$ cat src/rtl/mips_pkg.sv
// Shared MIPS core definitions used by the multiply/divide unit.
package mips_pkg;

    typedef enum logic [1:0] {
        MD_MULT  = 2'b00,
        MD_MULTU = 2'b01,
        MD_DIV   = 2'b10,
        MD_DIVU  = 2'b11
    } md_op_t;

    typedef enum logic [1:0] {
        IDLE = 2'b00,
        CALC = 2'b01,
        FIX  = 2'b10
    } md_state_t;

    localparam int unsigned MD_ITER = 32;

endpackage

$ cat src/rtl/md_sign_fix.sv
// Conditional two's-complement negate; serves as absolute value when
// neg_i is driven by the operand's sign bit.
module md_sign_fix #(
    parameter int unsigned WIDTH = 32
) (
    input  logic [WIDTH-1:0] value_i,
    input  logic             neg_i,
    output logic [WIDTH-1:0] value_o
);

    always_comb begin
        value_o = value_i;
        if (neg_i) begin
            value_o = (~value_i) + WIDTH'(1);
        end
    end

endmodule

$ cat src/rtl/mult_div_unit.sv
// Multi-cycle MULT/MULTU/DIV/DIVU unit with architectural HI/LO registers.
// Unsigned iterative core on operand magnitudes, signs applied in FIX.
module mult_div_unit
    import mips_pkg::*;
#(
    parameter int unsigned WIDTH = 32
) (
    input  logic             Clk,
    input  logic             Reset,
    input  logic             Start,
    input  logic [1:0]       Op,
    input  logic [WIDTH-1:0] SrcA,
    input  logic [WIDTH-1:0] SrcB,
    input  logic             HiWe,
    input  logic             LoWe,
    input  logic [WIDTH-1:0] WriteData,
    output logic [WIDTH-1:0] Hi,
    output logic [WIDTH-1:0] Lo,
    output logic             Busy,
    output logic             Done
);

    localparam int unsigned      CNT_W    = $clog2(MD_ITER);
    localparam logic [CNT_W-1:0] CNT_LAST = CNT_W'(MD_ITER - 1);

    md_state_t          state_q, state_d;
    md_op_t             op_q, op_d;
    logic [CNT_W-1:0]   cnt_q, cnt_d;
    logic [WIDTH-1:0]   mag_a_q, mag_a_d;
    logic [WIDTH-1:0]   mag_b_q, mag_b_d;
    logic [WIDTH-1:0]   srca_q, srca_d;
    logic               neg_a_q, neg_a_d;
    logic               neg_b_q, neg_b_d;
    logic [2*WIDTH-1:0] acc_q, acc_d;
    logic [WIDTH-1:0]   rem_q, rem_d;
    logic [WIDTH-1:0]   hi_q, hi_d;
    logic [WIDTH-1:0]   lo_q, lo_d;
    logic               busy_q, busy_d;
    logic               done_q, done_d;

    md_op_t             op_in;
    logic               signed_in;
    logic               in_neg_a;
    logic               in_neg_b;
    logic [WIDTH-1:0]   abs_a;
    logic [WIDTH-1:0]   abs_b;
    logic               is_mul_q;
    logic               div_zero;
    logic [WIDTH:0]     mul_sum;
    logic [WIDTH:0]     div_shift;
    logic [WIDTH:0]     div_diff;
    logic [2*WIDTH-1:0] prod_fixed;
    logic [WIDTH-1:0]   quo_fixed;
    logic [WIDTH-1:0]   rem_fixed;

    assign op_in     = md_op_t'(Op);
    assign signed_in = (op_in == MD_MULT) || (op_in == MD_DIV);
    assign in_neg_a  = signed_in & SrcA[WIDTH-1];
    assign in_neg_b  = signed_in & SrcB[WIDTH-1];
    assign is_mul_q  = (op_q == MD_MULT) || (op_q == MD_MULTU);
    assign div_zero  = (mag_b_q == '0);

    md_sign_fix #(.WIDTH(WIDTH)) u_abs_a (
        .value_i (SrcA),
        .neg_i   (in_neg_a),
        .value_o (abs_a)
    );

    md_sign_fix #(.WIDTH(WIDTH)) u_abs_b (
        .value_i (SrcB),
        .neg_i   (in_neg_b),
        .value_o (abs_b)
    );

    md_sign_fix #(.WIDTH(2*WIDTH)) u_fix_prod (
        .value_i (acc_q),
        .neg_i   (neg_a_q ^ neg_b_q),
        .value_o (prod_fixed)
    );

    md_sign_fix #(.WIDTH(WIDTH)) u_fix_quo (
        .value_i (acc_q[WIDTH-1:0]),
        .neg_i   (neg_a_q ^ neg_b_q),
        .value_o (quo_fixed)
    );

    md_sign_fix #(.WIDTH(WIDTH)) u_fix_rem (
        .value_i (rem_q),
        .neg_i   (neg_a_q),
        .value_o (rem_fixed)
    );

    // Multiply: acc holds {partial product, remaining multiplier bits}.
    // Divide: acc[WIDTH-1:0] shifts dividend bits out and quotient bits in;
    // the partial remainder is always below the divisor, so WIDTH bits hold
    // it between steps and the WIDTH+1-bit trial lives only in div_shift.
    always_comb begin
        mul_sum   = {1'b0, acc_q[2*WIDTH-1:WIDTH]}
                  + (acc_q[0] ? {1'b0, mag_a_q} : '0);
        div_shift = {rem_q, acc_q[WIDTH-1]};
        div_diff  = div_shift - {1'b0, mag_b_q};
    end

    always_comb begin
        state_d = state_q;
        op_d    = op_q;
        cnt_d   = cnt_q;
        mag_a_d = mag_a_q;
        mag_b_d = mag_b_q;
        srca_d  = srca_q;
        neg_a_d = neg_a_q;
        neg_b_d = neg_b_q;
        acc_d   = acc_q;
        rem_d   = rem_q;
        hi_d    = hi_q;
        lo_d    = lo_q;
        busy_d  = busy_q;
        done_d  = 1'b0;

        case (state_q)
            IDLE: begin
                if (Start) begin
                    op_d    = op_in;
                    mag_a_d = abs_a;
                    mag_b_d = abs_b;
                    srca_d  = SrcA;
                    neg_a_d = in_neg_a;
                    neg_b_d = in_neg_b;
                    cnt_d   = '0;
                    rem_d   = '0;
                    if ((op_in == MD_MULT) || (op_in == MD_MULTU)) begin
                        acc_d = {{WIDTH{1'b0}}, abs_b};
                    end else begin
                        acc_d = {{WIDTH{1'b0}}, abs_a};
                    end
                    busy_d  = 1'b1;
                    state_d = CALC;
                end else begin
                    if (HiWe) hi_d = WriteData;
                    if (LoWe) lo_d = WriteData;
                end
            end

            CALC: begin
                if (is_mul_q) begin
                    acc_d = {mul_sum, acc_q[WIDTH-1:1]};
                end else begin
                    acc_d = {acc_q[2*WIDTH-1:WIDTH], acc_q[WIDTH-2:0], ~div_diff[WIDTH]};
                    rem_d = div_diff[WIDTH] ? div_shift[WIDTH-1:0] : div_diff[WIDTH-1:0];
                end
                cnt_d = cnt_q + 1'b1;
                if (cnt_q == CNT_LAST) begin
                    state_d = FIX;
                end
            end

            FIX: begin
                if (is_mul_q) begin
                    hi_d = prod_fixed[2*WIDTH-1:WIDTH];
                    lo_d = prod_fixed[WIDTH-1:0];
                end else if (div_zero) begin
                    hi_d = srca_q;
                    lo_d = '1;
                end else begin
                    hi_d = rem_fixed;
                    lo_d = quo_fixed;
                end
                done_d  = 1'b1;
                busy_d  = 1'b0;
                state_d = IDLE;
            end

            default: begin
                busy_d  = 1'b0;
                state_d = IDLE;
            end
        endcase
    end

    always_ff @(posedge Clk or negedge Reset) begin
        if (!Reset) begin
            state_q <= IDLE;
            op_q    <= MD_MULT;
            cnt_q   <= '0;
            mag_a_q <= '0;
            mag_b_q <= '0;
            srca_q  <= '0;
            neg_a_q <= 1'b0;
            neg_b_q <= 1'b0;
            acc_q   <= '0;
            rem_q   <= '0;
            hi_q    <= '0;
            lo_q    <= '0;
            busy_q  <= 1'b0;
            done_q  <= 1'b0;
        end else begin
            state_q <= state_d;
            op_q    <= op_d;
            cnt_q   <= cnt_d;
            mag_a_q <= mag_a_d;
            mag_b_q <= mag_b_d;
            srca_q  <= srca_d;
            neg_a_q <= neg_a_d;
            neg_b_q <= neg_b_d;
            acc_q   <= acc_d;
            rem_q   <= rem_d;
            hi_q    <= hi_d;
            lo_q    <= lo_d;
            busy_q  <= busy_d;
            done_q  <= done_d;
        end
    end

    assign Hi   = hi_q;
    assign Lo   = lo_q;
    assign Busy = busy_q;
    assign Done = done_q;

endmodule
$ cat config.mk
export PLATFORM = sky130hd
export DESIGN_NAME = mult_div_unit
export DESIGN_NICKNAME = d
export VERILOG_FILES = /design/src/rtl/mips_pkg.sv /design/src/rtl/md_sign_fix.sv /design/src/rtl/mult_div_unit.sv
export SDC_FILE = /design/constraint.sdc
export NUM_CORES = 1
export LEC_CHECK = 0
export CAP_MARGIN = 20
export CORE_MARGIN = 2
export CORE_UTILIZATION = 40
export DETAILED_ROUTE_END_ITERATION = 10
export DONT_BUFFER_PORTS = 1
export GPL_TIMING_DRIVEN = 0
export MAX_ROUTING_LAYER = met4
export PLACE_DENSITY = 0.62
export SKIP_CTS_REPAIR_TIMING = 1
export SYNTH_ARGS = -nofsm -noshare
export SYNTH_HDL_FRONTEND = slang
export SYNTH_HIERARCHICAL = 1
export SYNTH_SLANG_ARGS = --single-unit
$ cat constraint.sdc
create_clock -name Clk -period 3.2 [get_ports Clk]
set_clock_uncertainty 0.1 [all_clocks]
set_input_delay 0.16 -clock Clk [delete_from_list [all_inputs] [get_ports Clk]]
set_output_delay 0.16 -clock Clk [all_outputs]
set_load 0.01 [all_outputs]
[Word level (Yosys, flattened, before mapping)]
Index checks and enable logic that the tools add are counted.
Word-level totals
  register bits: 269
  latch bits: 0
  bits in writable memories: 0
  bits in read-only memories: 0
  bits of input ports: 103
  output and inout bits: 66
  memories kept: 0
Operators by class
  $add $sub $neg: 8
  multipliers: 0
  divide/modulo/power cells: 0
  $lt $le $gt $ge: 0
  equal/unequal tests: 13
  shift-type cells: 0
  mux-type cells: 32
  bitwise operators: 10
  reductions and logical operators: 17
Operator list (count)
  $mux 32: 17
  $mux 64: 3
  $pmux 32 s2: 3
  $add 32x1->32 const B: 4
  $not 32->32: 4
  $pmux 64 s2: 1
  $add 64x1->64 const B: 1
  $not 64->64: 1
  $add 32x32->33: 1
  $sub 33x32->33: 1
  $logic_not 32->1: 1
  $ne 2x2->1 const B: 7
  $reduce_and 3->1: 4
  $pmux 5 s2: 1
  $reduce_and 2->1: 4
  $eq 2x1->1 const B: 3
  $logic_not 2->1: 3
  $add 5x1->5 const B: 1
  $eq 5x5->1 const B: 1
  $mux 5: 1
  $eq 2x2->1 const B: 2
  $mux 2: 2
  $pmux 2 s2: 1
  $reduce_bool 2->1: 2
  6 further kinds: 11

[Longest topological paths before layout]
  depth in word-level cells: 7
  depth in mapped cells: 15
  mapped depth without buffers: 13

[Modules after synthesis]
Netlist, hierarchy kept.
Modules (own cells, without submodules)
  mult_div_unit: times used 1, cells each 1836, area an instance 15975.3 um^2, sequential area each 6706.4 um^2
  md_sign_fix (u_abs_a ...): times used 4, cells each 99, area an instance 777.0 um^2, sequential area each 0.0 um^2
  md_sign_fix (u_fix_prod): times used 1, cells each 206, area an instance 1649.1 um^2, sequential area each 0.0 um^2

[Least setup slack after synthesis]
Ideal clock, no wire load.
  path type: register to register
  start point: register acc_q[0]
  end point: register acc_q[60]
  library setup time: 0.129 ns
  arrival time: 2.933 ns
  data required time: 2.971 ns
  path slack: 0.038 ns
  stages on the path, launching flop included: 14
  path buffers: 1
  period minus slack after synthesis: 3.162 ns
  path through: dfrtp_1 -> clkbuf_1 -> nand2_1 -> inv_1 -> ha_1 -> a211oi_1 -> nor2_1 -> o31ai_1 -> o211ai_1 -> a21o_1 -> a2111o_1 -> a31oi_1 -> xor2_1 -> o21ai_1
Between the ends
  cells in the longest elaborated chain, start to end: 4
Ends and longest elaborated chain
  start, declared: line mult_div_unit.sv:34  | logic [2*WIDTH-1:0] acc_q, acc_d;
  start signal, assigned: line mult_div_unit.sv:190  | acc_q <= '0;
  start signal, assigned: line mult_div_unit.sv:205  | acc_q <= acc_d;
  $mux 32: line mult_div_unit.sv:99  | + (acc_q[0] ? {1'b0, mag_a_q} : '0);
  $add 32x32->33: line mult_div_unit.sv:99
  $mux 64: line mult_div_unit.sv:145  | if (is_mul_q) begin
  $pmux 64 s2: line mult_div_unit.sv:120  | case (state_q)
No other way between the ends. The select of a mux whose other input is x is not followed.
A chain may end at the register's enable or synchronous reset.

[Worst setup path in the final report]
  start point: register acc_q[0]
  end point: register acc_q[62]
Same word-level chain as after synthesis.

==> key figures <==
Placement
  – Pre-CTS setup slack: -1.19 ns
  – # port buffers: 0
  – DP Wirelength: 59.2 mm
  – Routability cong.: 0.991
  – Dpl cells: 3,118
  – Post-DP Area: 21,600 µm²

Power
  – PwrDens: 1130 nW/µm²
  – LEAKAGE: 0.0102 µW
  – Max IR drop VDD: 0.000530 V

Cells and area
  – Final core occ: 0.487
  – Nets: 2,803
  – Post-route insts no fill: 3,330
  – # diodes: 0
  – Filler instances: 4,934
  – Register Area: 6740 µm²
  – P&R area growth vs syn: 20.4%
  – Final instance area: 25,000 µm²
  – Proportion of layout cells with a drive suffix above 1: 0.149
  – Area of the multi-input gates: 14,000 µm²

Critical path
  – Setup crit start kind: flip-flop
  – Crit path DAT: 3.69 ns
  – FF-to-FF setup slack: -0.12 ns
  – Critical Path RT: 3.57 ns
  – Worst R2R End: acc_q[62]
  – Setup CP Type: flip-flop to flip-flop
  – Worst r2r src: acc_q[0]
  – Cells on worst reg2reg path: 11
  – Worst-path fanout max: 10
  – Setup crit end kind: flip-flop

Clock tree
  – Clock transition at path regs: 0.07 ns
  – TritonCTS Buffers: 31
  – # clock sinks: 268
  – Level count of the clock H-tree: 1
  – TritonCTS clock tree: yes
  – Root buffer selected by CTS: clkbuf_16
  – Max clock buf depth: 3
  – Worst-Skew Late Latency: 0.62 ns

Logic synthesis
  – Yosys top cell area share: 0.323
  – Number of synthesized flops with an enable pin: 0
  – Synthesized area: 20,700 µm²
  – Synth top area cells: dfrtp_1 32%, nand2_1 8.9%, xnor2_1 8.7%, mux2i_1 6.1%, o21ai_0 5.7%
  – Synth unique cells: 80
  – Number of register bits inferred by synthesis: 268
  – Synth Instances: 2,438
  – Top FF cell, synth: dfrtp_1
  – Syn_area_per_cell: 8.50 µm²
  – Register area share after synthesis: 0.323
  – Synth area leader: dfrtp_1
  – Commonest cells post-synth: 489 x nand2_1, 268 x dfrtp_1, 237 x o21ai_0
  – Syn Nets: 2,614
  – Count leader, synth: nand2_1
  – Ys Warns: 6
  – Synth async-reset ratio: 1.00

Detailed routing
  – Via count: 19,797
  – Met2 wire len: 36.8 mm
  – Routed Antenna Nets: 0
  – DR top layer: met4
  – Vias/cell: 5.95
  – Initial drt markers: 2,039
  – DRC viols: 0
  – Met3 WL: 4.85 mm
  – Wire per inst: 23.4 µm
  – Routed wire length: 78.0 mm
  – Router iterations before antenna repair: 5
  – Met1 Routed Length: 32.8 mm

Global route
  – Largest net degree at the start of global routing: 269
  – Tot GR Track Use: 0.279
  – Vias in the first global route: 18,778
  – Total grt overflow: 0
  – Antenna violations before repair: 0
  – First-pass GRT wire length: 112 mm

Floorplanning
  – Initial Util: 0.404
  – # rows: 83
  – Die H: 232 µm
  – Ports: 169
  – Die Footprint: 53,700 µm²
  – Die X-Extent: 232 µm
  – Core Region: 51,300 µm²

Timing
  – Relative slew slack: 0.220
  – Tightest Pin Transition: 1.17 ns
  – Hold Vio Cnt, Final: 279
  – Hold_ws: -0.839 ns
  – Final Worst Setup Slack: -0.123 ns
  – Count of pins over their slew limit: 0
  – Final setup viols: 31
  – Final worst path period share: 1.04
  – RSZ-0062 raised after global routing: true
  – Tmin final: 3.32 ns
  – FMAX: 0.301 GHz

Worst hold path
  – Worst min-delay path class: input port to asynchronous set/reset pin

Status
  – Failing checks: negative hold slack, negative setup slack
  – Outcome: finished, violations left

Job
  – Max Cap Viol: 0
[cells by family after synthesis]
family                   after synthesis  share of synthesized area
AND/OR/NAND/NOR                      834                      0.203
AO/OA/AOI/OAI                        700                      0.227
flip-flops                           268                      0.323
XOR/XNOR                             239                      0.101
adder cells (fa/ha/maj)               73                     0.0448
buffers and inverters                196                     0.0388
multiplexers                         128                     0.0619
[through the flow]
step	setup TNS, ns	total power [µW]
after floorplan	0	17800
after global placement	-34.61	21900
after detailed placement	-38.08	22200
after CTS	-40.63	26000
after global routing	-6.54	30000
final	-1.90	28200
[worst max path at each step]
stage	endpoint	from	slack (ns)	cells after the start
floorplan	acc_q[60]	acc_q[0]	0.04	13
global placement	acc_q[60]	acc_q[0]	-1.13	13
detailed placement	acc_q[60]	acc_q[0]	-1.19	13
CTS	acc_q[60]	acc_q[0]	-1.23	13
global route	acc_q[62]	acc_q[0]	-0.25	11
finish	acc_q[62]	acc_q[0]	-0.12	11
[metal layers]
layer,up-vias,GRT usage
li1,9117,-
met1,9702,0.345
met2,779,0.459
met3,199,0.0411
met4,0,0.106
met5,-,-
[registers in the layout, summed over array words and instances, names as in the netlist, 5 cells and up]
name / cells
acc_q: 64
Hi: 32
Lo: 32
mag_a_q: 32
mag_b_q: 32
rem_q: 32
srca_q: 32
cnt_q: 5
[power by group]
| group | internal [µW] | total (µW) | switching (µW) | leakage (µW) |
|---|---|---|---|---|
| sequential | 4980 | 7260 | 2280 | 0.00332 |
| clock | 2220 | 3760 | 1530 | 0.000526 |
| combinational | 7140 | 17200 | 10000 | 0.00634 |
| total | 14300 | 28200 | 13900 | 0.0102 |
[critical path, stage by stage, from the launching register on]
cell	delay, ns
dfrtp_4	0.55
buf_6	0.16
and2_1	0.13
ha_1	0.35
a21oi_1	0.27
o21bai_1	0.12
a221o_1	0.35
a21o_1	0.21
a2111o_1	0.47
a31oi_1	0.23
xor2_1	0.16
o21ai_1	0.07
[area by class of cell]
| class | count | share of cell area |
|---|---|---|
| plain buffers | 136 | 0.0257 |
| clock buffers | 46 | 0.0369 |
| clock inverters | 10 | 0.00571 |
| inverters | 57 | 0.00857 |
| multi-input cells | 1975 | 0.560 |
| flip-flops and latches | 268 | 0.270 |
| well taps | 680 | 0.0341 |
| repair buffers | 158 | 0.0592 |
[layout by cell type, fill, tap and decap left out, types with 23 or more instances in the layout]
cell type / instances
o221a_2: 32
o211ai_1: 40
nand2b_1: 24
a21oi_1: 104
buf_4: 55
dlygate4sd3_1: 103
nor2_1: 75
o31ai_1: 47
a21o_1: 39
dfrtp_2: 23
o21ai_0: 217
mux2i_1: 107
o41ai_2: 24
xor2_1: 33
and2_1: 35
ha_1: 57
a211oi_2: 24
nand3_1: 26
clkbuf_16: 33
o21ai_1: 47
inv_1: 54
o41ai_1: 24
xnor2_1: 204
clkbuf_1: 94
buf_1: 23
dfrtp_1: 244
nand2_1: 488
No activity file was read; power rests on OpenSTA's default activity.
